===== config.mk =====
export PLATFORM = sky130hd
export DESIGN_NAME = mult_share_arbiter_flat
export DESIGN_NICKNAME = d
export VERILOG_FILES = /design/src/rtl/mult_share_arbiter_if.sv /design/src/rtl/mult_share_arbiter.sv /design/src/flat_wrapper.sv
export SDC_FILE = /design/constraint.sdc
export NUM_CORES = 1
export LEC_CHECK = 0
export CAP_MARGIN = 25
export CORE_MARGIN = 1
export CORE_UTILIZATION = 43
export DETAILED_ROUTE_END_ITERATION = 16
export GPL_TIMING_DRIVEN = 0
export MAX_ROUTING_LAYER = met4
export PLACE_DENSITY = 0.83
export SLEW_MARGIN = 20
export SYNTH_ARGS = -nofsm -noshare
export SYNTH_HDL_FRONTEND = slang
export SYNTH_SLANG_ARGS = --single-unit
export TNS_END_PERCENT = 1

===== constraint.sdc =====
create_clock -name clk -period 2.17 [get_ports clk]
set_clock_uncertainty 0.05 [all_clocks]
set_input_delay 0.217 -clock clk [delete_from_list [all_inputs] [get_ports clk]]
set_output_delay 0.217 -clock clk [all_outputs]
set_load 0.03 [all_outputs]

===== src/rtl/mult_share_arbiter_if.sv =====
// Bundles the requester-side and multiplier-side signals of mult_share_arbiter.
// Directions are named from the arbiter's point of view (slave modport).
interface mult_share_arbiter_if #(
  parameter int WIDTH = 4
);
  logic               req0_i;
  logic [WIDTH-1:0]   a0_i;
  logic [WIDTH-1:0]   b0_i;
  logic               req1_i;
  logic [WIDTH-1:0]   a1_i;
  logic [WIDTH-1:0]   b1_i;
  logic               gnt0_o;
  logic               gnt1_o;
  logic               done0_o;
  logic               done1_o;
  logic [2*WIDTH-1:0] prod_o;
  logic               err_o;
  logic               m_start_o;
  logic [WIDTH-1:0]   m_a_o;
  logic [WIDTH-1:0]   m_b_o;
  logic               m_done_i;
  logic [2*WIDTH-1:0] m_prod_i;

  modport slave (
    input  req0_i, a0_i, b0_i, req1_i, a1_i, b1_i, m_done_i, m_prod_i,
    output gnt0_o, gnt1_o, done0_o, done1_o, prod_o, err_o, m_start_o, m_a_o, m_b_o
  );

  modport master (
    output req0_i, a0_i, b0_i, req1_i, a1_i, b1_i, m_done_i, m_prod_i,
    input  gnt0_o, gnt1_o, done0_o, done1_o, prod_o, err_o, m_start_o, m_a_o, m_b_o
  );
endinterface


===== src/rtl/mult_share_arbiter.sv =====
// Round-robin sharing of one sequential multiplier between two requesters.
// Optional WAIT timeout with err reporting is enabled by defining MULT_TIMEOUT_EN.
module mult_share_arbiter #(
  parameter int WIDTH   = 4,
  parameter int TIMEOUT = 16
) (
  input logic                 clk,
  input logic                 rst_n,
  mult_share_arbiter_if.slave bus
);

  typedef enum logic [1:0] {
    IDLE   = 2'd0,
    LAUNCH = 2'd1,
    WAIT   = 2'd2,
    RESP   = 2'd3
  } state_e;

  state_e             state_q, state_d;
  logic               owner_q, owner_d;
  logic               last_q, last_d;
  logic [WIDTH-1:0]   m_a_q, m_a_d;
  logic [WIDTH-1:0]   m_b_q, m_b_d;
  logic [2*WIDTH-1:0] prod_q, prod_d;
  logic               gnt0_q, gnt0_d;
  logic               gnt1_q, gnt1_d;
  logic               done0_q, done0_d;
  logic               done1_q, done1_d;
  logic               err_q, err_d;
  logic               m_start_q, m_start_d;

`ifdef MULT_TIMEOUT_EN
  localparam int CNT_W = $clog2(TIMEOUT) + 1;
  logic [CNT_W-1:0]   cnt_q, cnt_d;
  logic               to_q, to_d;
`endif

  // State, operand, result and output registers
  always_ff @(posedge clk or negedge rst_n) begin
    if (!rst_n) begin
      state_q   <= IDLE;
      owner_q   <= 1'b0;
      last_q    <= 1'b1;
      m_a_q     <= '0;
      m_b_q     <= '0;
      prod_q    <= '0;
      gnt0_q    <= 1'b0;
      gnt1_q    <= 1'b0;
      done0_q   <= 1'b0;
      done1_q   <= 1'b0;
      err_q     <= 1'b0;
      m_start_q <= 1'b0;
`ifdef MULT_TIMEOUT_EN
      cnt_q     <= '0;
      to_q      <= 1'b0;
`endif
    end else begin
      state_q   <= state_d;
      owner_q   <= owner_d;
      last_q    <= last_d;
      m_a_q     <= m_a_d;
      m_b_q     <= m_b_d;
      prod_q    <= prod_d;
      gnt0_q    <= gnt0_d;
      gnt1_q    <= gnt1_d;
      done0_q   <= done0_d;
      done1_q   <= done1_d;
      err_q     <= err_d;
      m_start_q <= m_start_d;
`ifdef MULT_TIMEOUT_EN
      cnt_q     <= cnt_d;
      to_q      <= to_d;
`endif
    end
  end

  // Next-state logic; outputs are decoded from the next state so they register cleanly
  always_comb begin
    state_d = state_q;
    owner_d = owner_q;
    last_d  = last_q;
    m_a_d   = m_a_q;
    m_b_d   = m_b_q;
    prod_d  = prod_q;
`ifdef MULT_TIMEOUT_EN
    cnt_d   = cnt_q;
    to_d    = to_q;
`endif

    case (state_q)
      IDLE: begin
        // On a tie, the requester that was not served last wins
        if (bus.req0_i && (!bus.req1_i || last_q)) begin
          owner_d = 1'b0;
          m_a_d   = bus.a0_i;
          m_b_d   = bus.b0_i;
          state_d = LAUNCH;
        end else if (bus.req1_i) begin
          owner_d = 1'b1;
          m_a_d   = bus.a1_i;
          m_b_d   = bus.b1_i;
          state_d = LAUNCH;
        end else begin
          state_d = IDLE;
        end
      end
      LAUNCH: begin
        state_d = WAIT;
`ifdef MULT_TIMEOUT_EN
        cnt_d   = '0;
        to_d    = 1'b0;
`endif
      end
      WAIT: begin
        if (bus.m_done_i) begin
          prod_d  = bus.m_prod_i;
          state_d = RESP;
`ifdef MULT_TIMEOUT_EN
        end else if ((cnt_q + CNT_W'(1)) == CNT_W'(TIMEOUT)) begin
          prod_d  = '0;
          to_d    = 1'b1;
          state_d = RESP;
        end else begin
          cnt_d   = cnt_q + CNT_W'(1);
          state_d = WAIT;
`else
        end else begin
          state_d = WAIT;
`endif
        end
      end
      RESP: begin
        last_d  = owner_q;
        state_d = IDLE;
      end
      default: begin
        state_d = IDLE;
      end
    endcase

    gnt0_d    = (state_d != IDLE) && !owner_d;
    gnt1_d    = (state_d != IDLE) && owner_d;
    done0_d   = (state_d == RESP) && !owner_d;
    done1_d   = (state_d == RESP) && owner_d;
    m_start_d = (state_d == LAUNCH);
`ifdef MULT_TIMEOUT_EN
    err_d     = (state_d == RESP) && to_d;
`else
    err_d     = 1'b0;
`endif
  end

  assign bus.gnt0_o    = gnt0_q;
  assign bus.gnt1_o    = gnt1_q;
  assign bus.done0_o   = done0_q;
  assign bus.done1_o   = done1_q;
  assign bus.prod_o    = prod_q;
  assign bus.err_o     = err_q;
  assign bus.m_start_o = m_start_q;
  assign bus.m_a_o     = m_a_q;
  assign bus.m_b_o     = m_b_q;

endmodule


===== src/flat_wrapper.sv =====
// flat-port wrapper written by rule: the top's interface ports become plain ports
module mult_share_arbiter_flat 
#(
  parameter int WIDTH   = 4,
  parameter int TIMEOUT = 16
)
  (clk, rst_n, bus_req0_i, bus_a0_i, bus_b0_i, bus_req1_i, bus_a1_i, bus_b1_i, bus_m_done_i, bus_m_prod_i, bus_gnt0_o, bus_gnt1_o, bus_done0_o, bus_done1_o, bus_prod_o, bus_err_o, bus_m_start_o, bus_m_a_o, bus_m_b_o);
  mult_share_arbiter_if #(.WIDTH(WIDTH)) bus_i ();
  input logic clk;
  input logic rst_n;
  input wire logic [$bits(bus_i.req0_i)-1:0] bus_req0_i;
  input wire logic [$bits(bus_i.a0_i)-1:0] bus_a0_i;
  input wire logic [$bits(bus_i.b0_i)-1:0] bus_b0_i;
  input wire logic [$bits(bus_i.req1_i)-1:0] bus_req1_i;
  input wire logic [$bits(bus_i.a1_i)-1:0] bus_a1_i;
  input wire logic [$bits(bus_i.b1_i)-1:0] bus_b1_i;
  input wire logic [$bits(bus_i.m_done_i)-1:0] bus_m_done_i;
  input wire logic [$bits(bus_i.m_prod_i)-1:0] bus_m_prod_i;
  output wire logic [$bits(bus_i.gnt0_o)-1:0] bus_gnt0_o;
  output wire logic [$bits(bus_i.gnt1_o)-1:0] bus_gnt1_o;
  output wire logic [$bits(bus_i.done0_o)-1:0] bus_done0_o;
  output wire logic [$bits(bus_i.done1_o)-1:0] bus_done1_o;
  output wire logic [$bits(bus_i.prod_o)-1:0] bus_prod_o;
  output wire logic [$bits(bus_i.err_o)-1:0] bus_err_o;
  output wire logic [$bits(bus_i.m_start_o)-1:0] bus_m_start_o;
  output wire logic [$bits(bus_i.m_a_o)-1:0] bus_m_a_o;
  output wire logic [$bits(bus_i.m_b_o)-1:0] bus_m_b_o;
  assign bus_i.req0_i = bus_req0_i;
  assign bus_i.a0_i = bus_a0_i;
  assign bus_i.b0_i = bus_b0_i;
  assign bus_i.req1_i = bus_req1_i;
  assign bus_i.a1_i = bus_a1_i;
  assign bus_i.b1_i = bus_b1_i;
  assign bus_i.m_done_i = bus_m_done_i;
  assign bus_i.m_prod_i = bus_m_prod_i;
  assign bus_gnt0_o = bus_i.gnt0_o;
  assign bus_gnt1_o = bus_i.gnt1_o;
  assign bus_done0_o = bus_i.done0_o;
  assign bus_done1_o = bus_i.done1_o;
  assign bus_prod_o = bus_i.prod_o;
  assign bus_err_o = bus_i.err_o;
  assign bus_m_start_o = bus_i.m_start_o;
  assign bus_m_a_o = bus_i.m_a_o;
  assign bus_m_b_o = bus_i.m_b_o;
  mult_share_arbiter #(.WIDTH(WIDTH), .TIMEOUT(TIMEOUT)) u_core (.clk(clk), .rst_n(rst_n), .bus(bus_i));
endmodule

After elaboration in Yosys (flattened, before gate mapping)
Cells that the tools add are included.
{ "op_classes": {"n_eq_ne": 5, "muxes": 11, "n_reduce_logical": 13} }
{ "op_table": {"columns": ["cell", "count"], "rows": [
  ["2-to-1 mux 4 bit", 4],
  ["one-hot mux 2 bit (4 select lines)", 1],
  ["equality test 2 bit, second input constant", 3],
  ["logical AND 1 bit", 5],
  ["2-to-1 mux 1 bit", 5],
  ["equality test 2 x 1 -> 1 bit, second input constant", 2],
  ["AND reduction 2 bit", 2],
  ["nonzero test 2 bit", 2],
  ["zero test 1 bit", 2],
  ["zero test 2 bit", 1],
  ["2-to-1 mux 2 bit", 1],
  ["logical OR 1 bit", 1]
]} }
{ "word_totals": {"regBits": 25, "inputBits": 29, "out_inout_bits": 22, "elab_cells": 40} }

Depth between registers and ports, before layout
{ "logic_depth": {"depth_word": 7, "ltp_mapped": 6, "ltp_nobuf": 6} }

Least setup slack after synthesis
Ideal clock, no wire load.
{ "synth_timing": {"path_type": "reg2reg", "start": "register u_core.state_q[0]", "end": "register u_core.gnt1_q (netlist: u_core.bus.gnt1_o)", "setup_time_ns": 0.073, "t_arrival_ns": 1.229, "required_time_ns": 2.047, "slack_ns": 0.818, "stages_incl_launch_ff": 6, "n_path_buf": 0, "synth_period_minus_slack_ns": 1.352, "cell_sequence": "dfrtp_1 -> inv_1 -> ha_1 -> a21oi_1 -> a31oi_4 -> a21boi_2"} }
{ "synth_between": {"word_cells_on_any_way": 8, "classes_between": "3 x eq/ne; 2 x mux; 3 x reduce/logical"} }
{ "synth_rtl": {"columns": ["item", "line_no", "source"], "rows": [
  ["start: declaration", "mult_share_arbiter.sv:19", "state_e state_q, state_d;"],
  ["start signal: assignment", "mult_share_arbiter.sv:58", "state_q <= state_d;"],
  ["zero test 2 bit", "mult_share_arbiter.sv:90", "case (state_q)"],
  ["2-to-1 mux 1 bit", "mult_share_arbiter.sv:90", null],
  ["named net u_core.owner_d", "mult_share_arbiter.sv:20", "logic owner_q, owner_d;"],
  ["logical AND 1 bit", "mult_share_arbiter.sv:142", "gnt1_d = (state_d != IDLE) && owner_d;"],
  ["named net u_core.gnt1_d", "mult_share_arbiter.sv:26", "logic gnt1_q, gnt1_d;"],
  ["end signal: assignment", "mult_share_arbiter.sv:65", "gnt1_q <= gnt1_d;"],
  ["end: declaration", "mult_share_arbiter.sv:26", null]
]} }
The timed path passes the listed nets, and every way through them passes these cells.
A chain may end at the register's enable or synchronous reset.

Final worst setup path
{ "layout_timing": {"start": "register u_core.m_a_q[2] (netlist: u_core.bus.m_a_o[2])", "end": "output bus_m_a_o[2]"} }
{ "layout_rtl": {"columns": ["item", "line_no", "source"], "rows": [
  ["start: declaration", "mult_share_arbiter.sv:22", "logic [WIDTH-1:0] m_a_q, m_a_d;"],
  ["start signal: assignment", "mult_share_arbiter.sv:61", "m_a_q <= m_a_d;"],
  ["end: declaration", "flat_wrapper.sv:26", "output wire logic [$bits(bus_i.m_a_o)-1:0] bus_m_a_o;"]
]} }
No word-level cell between the ends.

==> run_results.csv <==
group,metric,value,unit
sta,hold_viol,0,
worst_setup_path,crit_required,1900,ps
power,pwr-share-clk,8.3,%
finish,fillers,170,
min_path,hp-class,"in -> async",
worst_setup_path,endpoint_kind,"primary output",
clocking,cts_tree,"done",
worst_setup_path,crit_chain,"clkdlybuf4s50_1",
clocking,worstSkewPairLatency,310,ps
worst_setup_path,crit_fanout,2,
sta,worstMarginPinSlew,582,ps
global_route,grt_overflow,0,
power,combPwrFrac,58.6,%
floorplanning,die_w,52.4,um
finish,multi_input_area,418,um^2
finish,final_nets,178,
worst_setup_path,worst_path_largest_cell_delay,700,ps
worst_setup_path,cp_data_arrival_time,1400,ps
power,peakVddDrop,1.07,mV
sta,slew_headroom,61.1,%
placement,port_buffers,49,
clocking,clkTransAtPathRegs,130,ps
floorplanning,die-area,0.00275,mm^2
global_route,grt_pass1_vias,934,
yosys,synth_area_leaders,"dfrtp_1 55%, mux2_2 9.3%, a21oi_1 4.6%",
yosys,yosys_warnings,0,
run,cap_violations,0,
placement,gp_congestion,0.778,
yosys,synth_top_area_share,54.9,%
detailed_routing,drt-total-wl,2490,um
finish,diodes,0,
finish,area_growth_syn_to_layout,51.8,%
global_route,grt_pass1_wl,3960,um
floorplanning,rows,17,
worst_setup_path,critPathSlowestCell,"clkdlybuf4s50_1",
sta,min_period_over_period,76.6,%
detailed_routing,viasPerCell,5.21,
status,status,"completed",
finish,regArea,627,um^2
detailed_routing,ant_nets,0,
detailed_routing,routedWlPerCell,14.4,um
global_route,grt_max_degree,14,
clocking,h-tree-depth,1,
worst_setup_path,worstSetupStartpointType,"flip-flop",
global_route,antenna_found_initial,0,
detailed_routing,drtIter0Drc,17,
sta,setup_viol,0,
yosys,synth.distinct_cells,22,
power,p_leak,0.697,nW
clocking,cts_root_buffer,"clkbuf_4",
detailed_routing,num_vias,901,
worst_setup_path,crit_path_start,"u_core.bus.m_a_o[2]",
worst_setup_path,cp_num_buf_inv,1,
power,power.density,1490,mW/mm^2
clocking,cts_buffers,3,
floorplanning,die_y,52.4,um
yosys,synth_area,0.00109,mm^2
sta,finalCriticalPeriod,1660,ps
floorplanning,io_pins,51,
yosys,avgSynthCellArea,12.0,um^2
yosys,syn-num-nets,123,
clocking,holdBufCountCts,0,
clocking,cts.sinks,25,
detailed_routing,dr.pass1.iters,5,
clocking,cts_buffer_depth,2,
worst_setup_path,critPathKind,"reg -> out",
global_route,track_usage,21.0,%
floorplanning,start_util,47.6,%
sta,fin_setup_tns,0,ps
finish,layout-drive-gt1-share,15.2,%
clocking,post_cts_buffers,0,
sta,rsz0062_at_grt,"no",
sta,fin_ws,507,ps
power,seqPwrFrac,33.0,%
worst_setup_path,cp_top_family,"buffers and inverters",
worst_setup_path,r2r_start,"u_core.state_q[0]",
yosys,synth-seq-area-share,57.3,%
power,p_switching,1.05,mW
sta,fmax,601,MHz
finish,final_util,72.3,%
yosys,ys_seq_elements,25,
power,p_sw_share,42.7,%
yosys,synthCells,91,
floorplanning,core_area,0.00230,mm^2
placement,dp_hpwl,1940,um
power,p_int,1.41,mW
clocking,cts_resized,0,
yosys,yosys.area.top_type,"dfrtp_1",
sta,drv_slew,0,
placement,place_ws,449,ps
detailed_routing,route.detailed.drc,0,
cell type report:
class | count | area share, %
sequential | 25 | 37.8
clock buffer | 4 | 1.58
multi-input combinational | 58 | 25.2
buffer | 3 | 1.81
timing repair buffer | 50 | 30.4
tap | 28 | 2.11
inverter | 5 | 1.13
Yosys cell counts (all sizes together):
cell    instances
nand2b          1
nor3            1
mux2            9
a21oi          10
a21boi          1
nand2           1
o21a            2
and3            1
a31oi           9
ha              3
conb            1
buf             3
nor2b           1
nor2            9
dfrtp          24
o21ai           9
dfstp           1
inv             5
sequential cells by signal (all words and copies together) (netlist names):
signal,flops
u_core.bus.prod_o,8
u_core.bus.m_a_o,4
u_core.bus.m_b_o,4
u_core.state_q,2
u_core.bus.done0_o,1
u_core.bus.done1_o,1
u_core.bus.gnt0_o,1
u_core.bus.gnt1_o,1
u_core.bus.m_start_o,1
u_core.last_q,1
u_core.owner_q,1
power groups by stage:
stage               Combinational [mW]  Clock [mW]  Sequential [mW]
finish                            1.45       0.206            0.816
global route                      1.55       0.228            0.840
CTS                               1.46       0.211            0.819
detailed placement                1.45           0            0.831
global placement                  1.41           0            0.809
floorplan                        0.510           0             1.19
worst paths after layout:
check	end	slack (ps)	cells past startpoint
max in group asynchronous	u_core.bus.m_b_o[0]	1380	2
min in group clk	u_core.bus.m_b_o[1]	400	3
hold / removal	u_core.bus.done0_o	200	1
setup reg to reg	u_core.bus.m_b_o[3]	640	5
setup / recovery	bus_m_a_o[2]	510	1
hold reg to reg	u_core.bus.prod_o[5]	470	1
layer usage:
layer	vias to the layer above	GRT usage [%]	wire length [um]
li1	425	-	-
met1	441	21.7	1040
met2	28	36.5	1280
met3	7	4.35	105
met4	0	12.3	59
met5	-	-	0
cells by family (layout without fill, tap and decap cells):
family	Yosys count	in the layout	synth area share (%)
other cells	1	1	0.343
fa+ha+maj	3	3	3.43
compound gates	31	31	19.3
mux	9	9	9.27
flops	25	25	57.3
simple gates	14	14	5.84
buf+inv	8	62	4.46
layout by cell type, fill, tap and decap left out, drive strengths merged:
cell and count:
a21boi 1, a21oi 10, a31oi 9, and3 1
buf 4, clkbuf 4, clkdlybuf4s50 49, conb 1
dfrtp 24, dfstp 1, ha 3, inv 5
mux2 9, nand2 1, nand2b 1, nor2 9
nor2b 1, nor3 1, o21a 2, o21ai 9
through the flow:
stage | total power [mW] | hold slack [ps] | instance area [um^2] | std cells
2_1_floorplan | 1.71 | -129 | 1090 | 91
3_3_place_gp | 2.22 | 437 | 1620 | 168
3_5_place_dp | 2.28 | 448 | 1630 | 169
4_1_cts | 2.49 | 219 | 1660 | 173
5_1_grt | 2.62 | 269 | 1660 | 173
6_report | 2.47 | 203 | 1660 | 173
(Power assumes the default switching activity.)
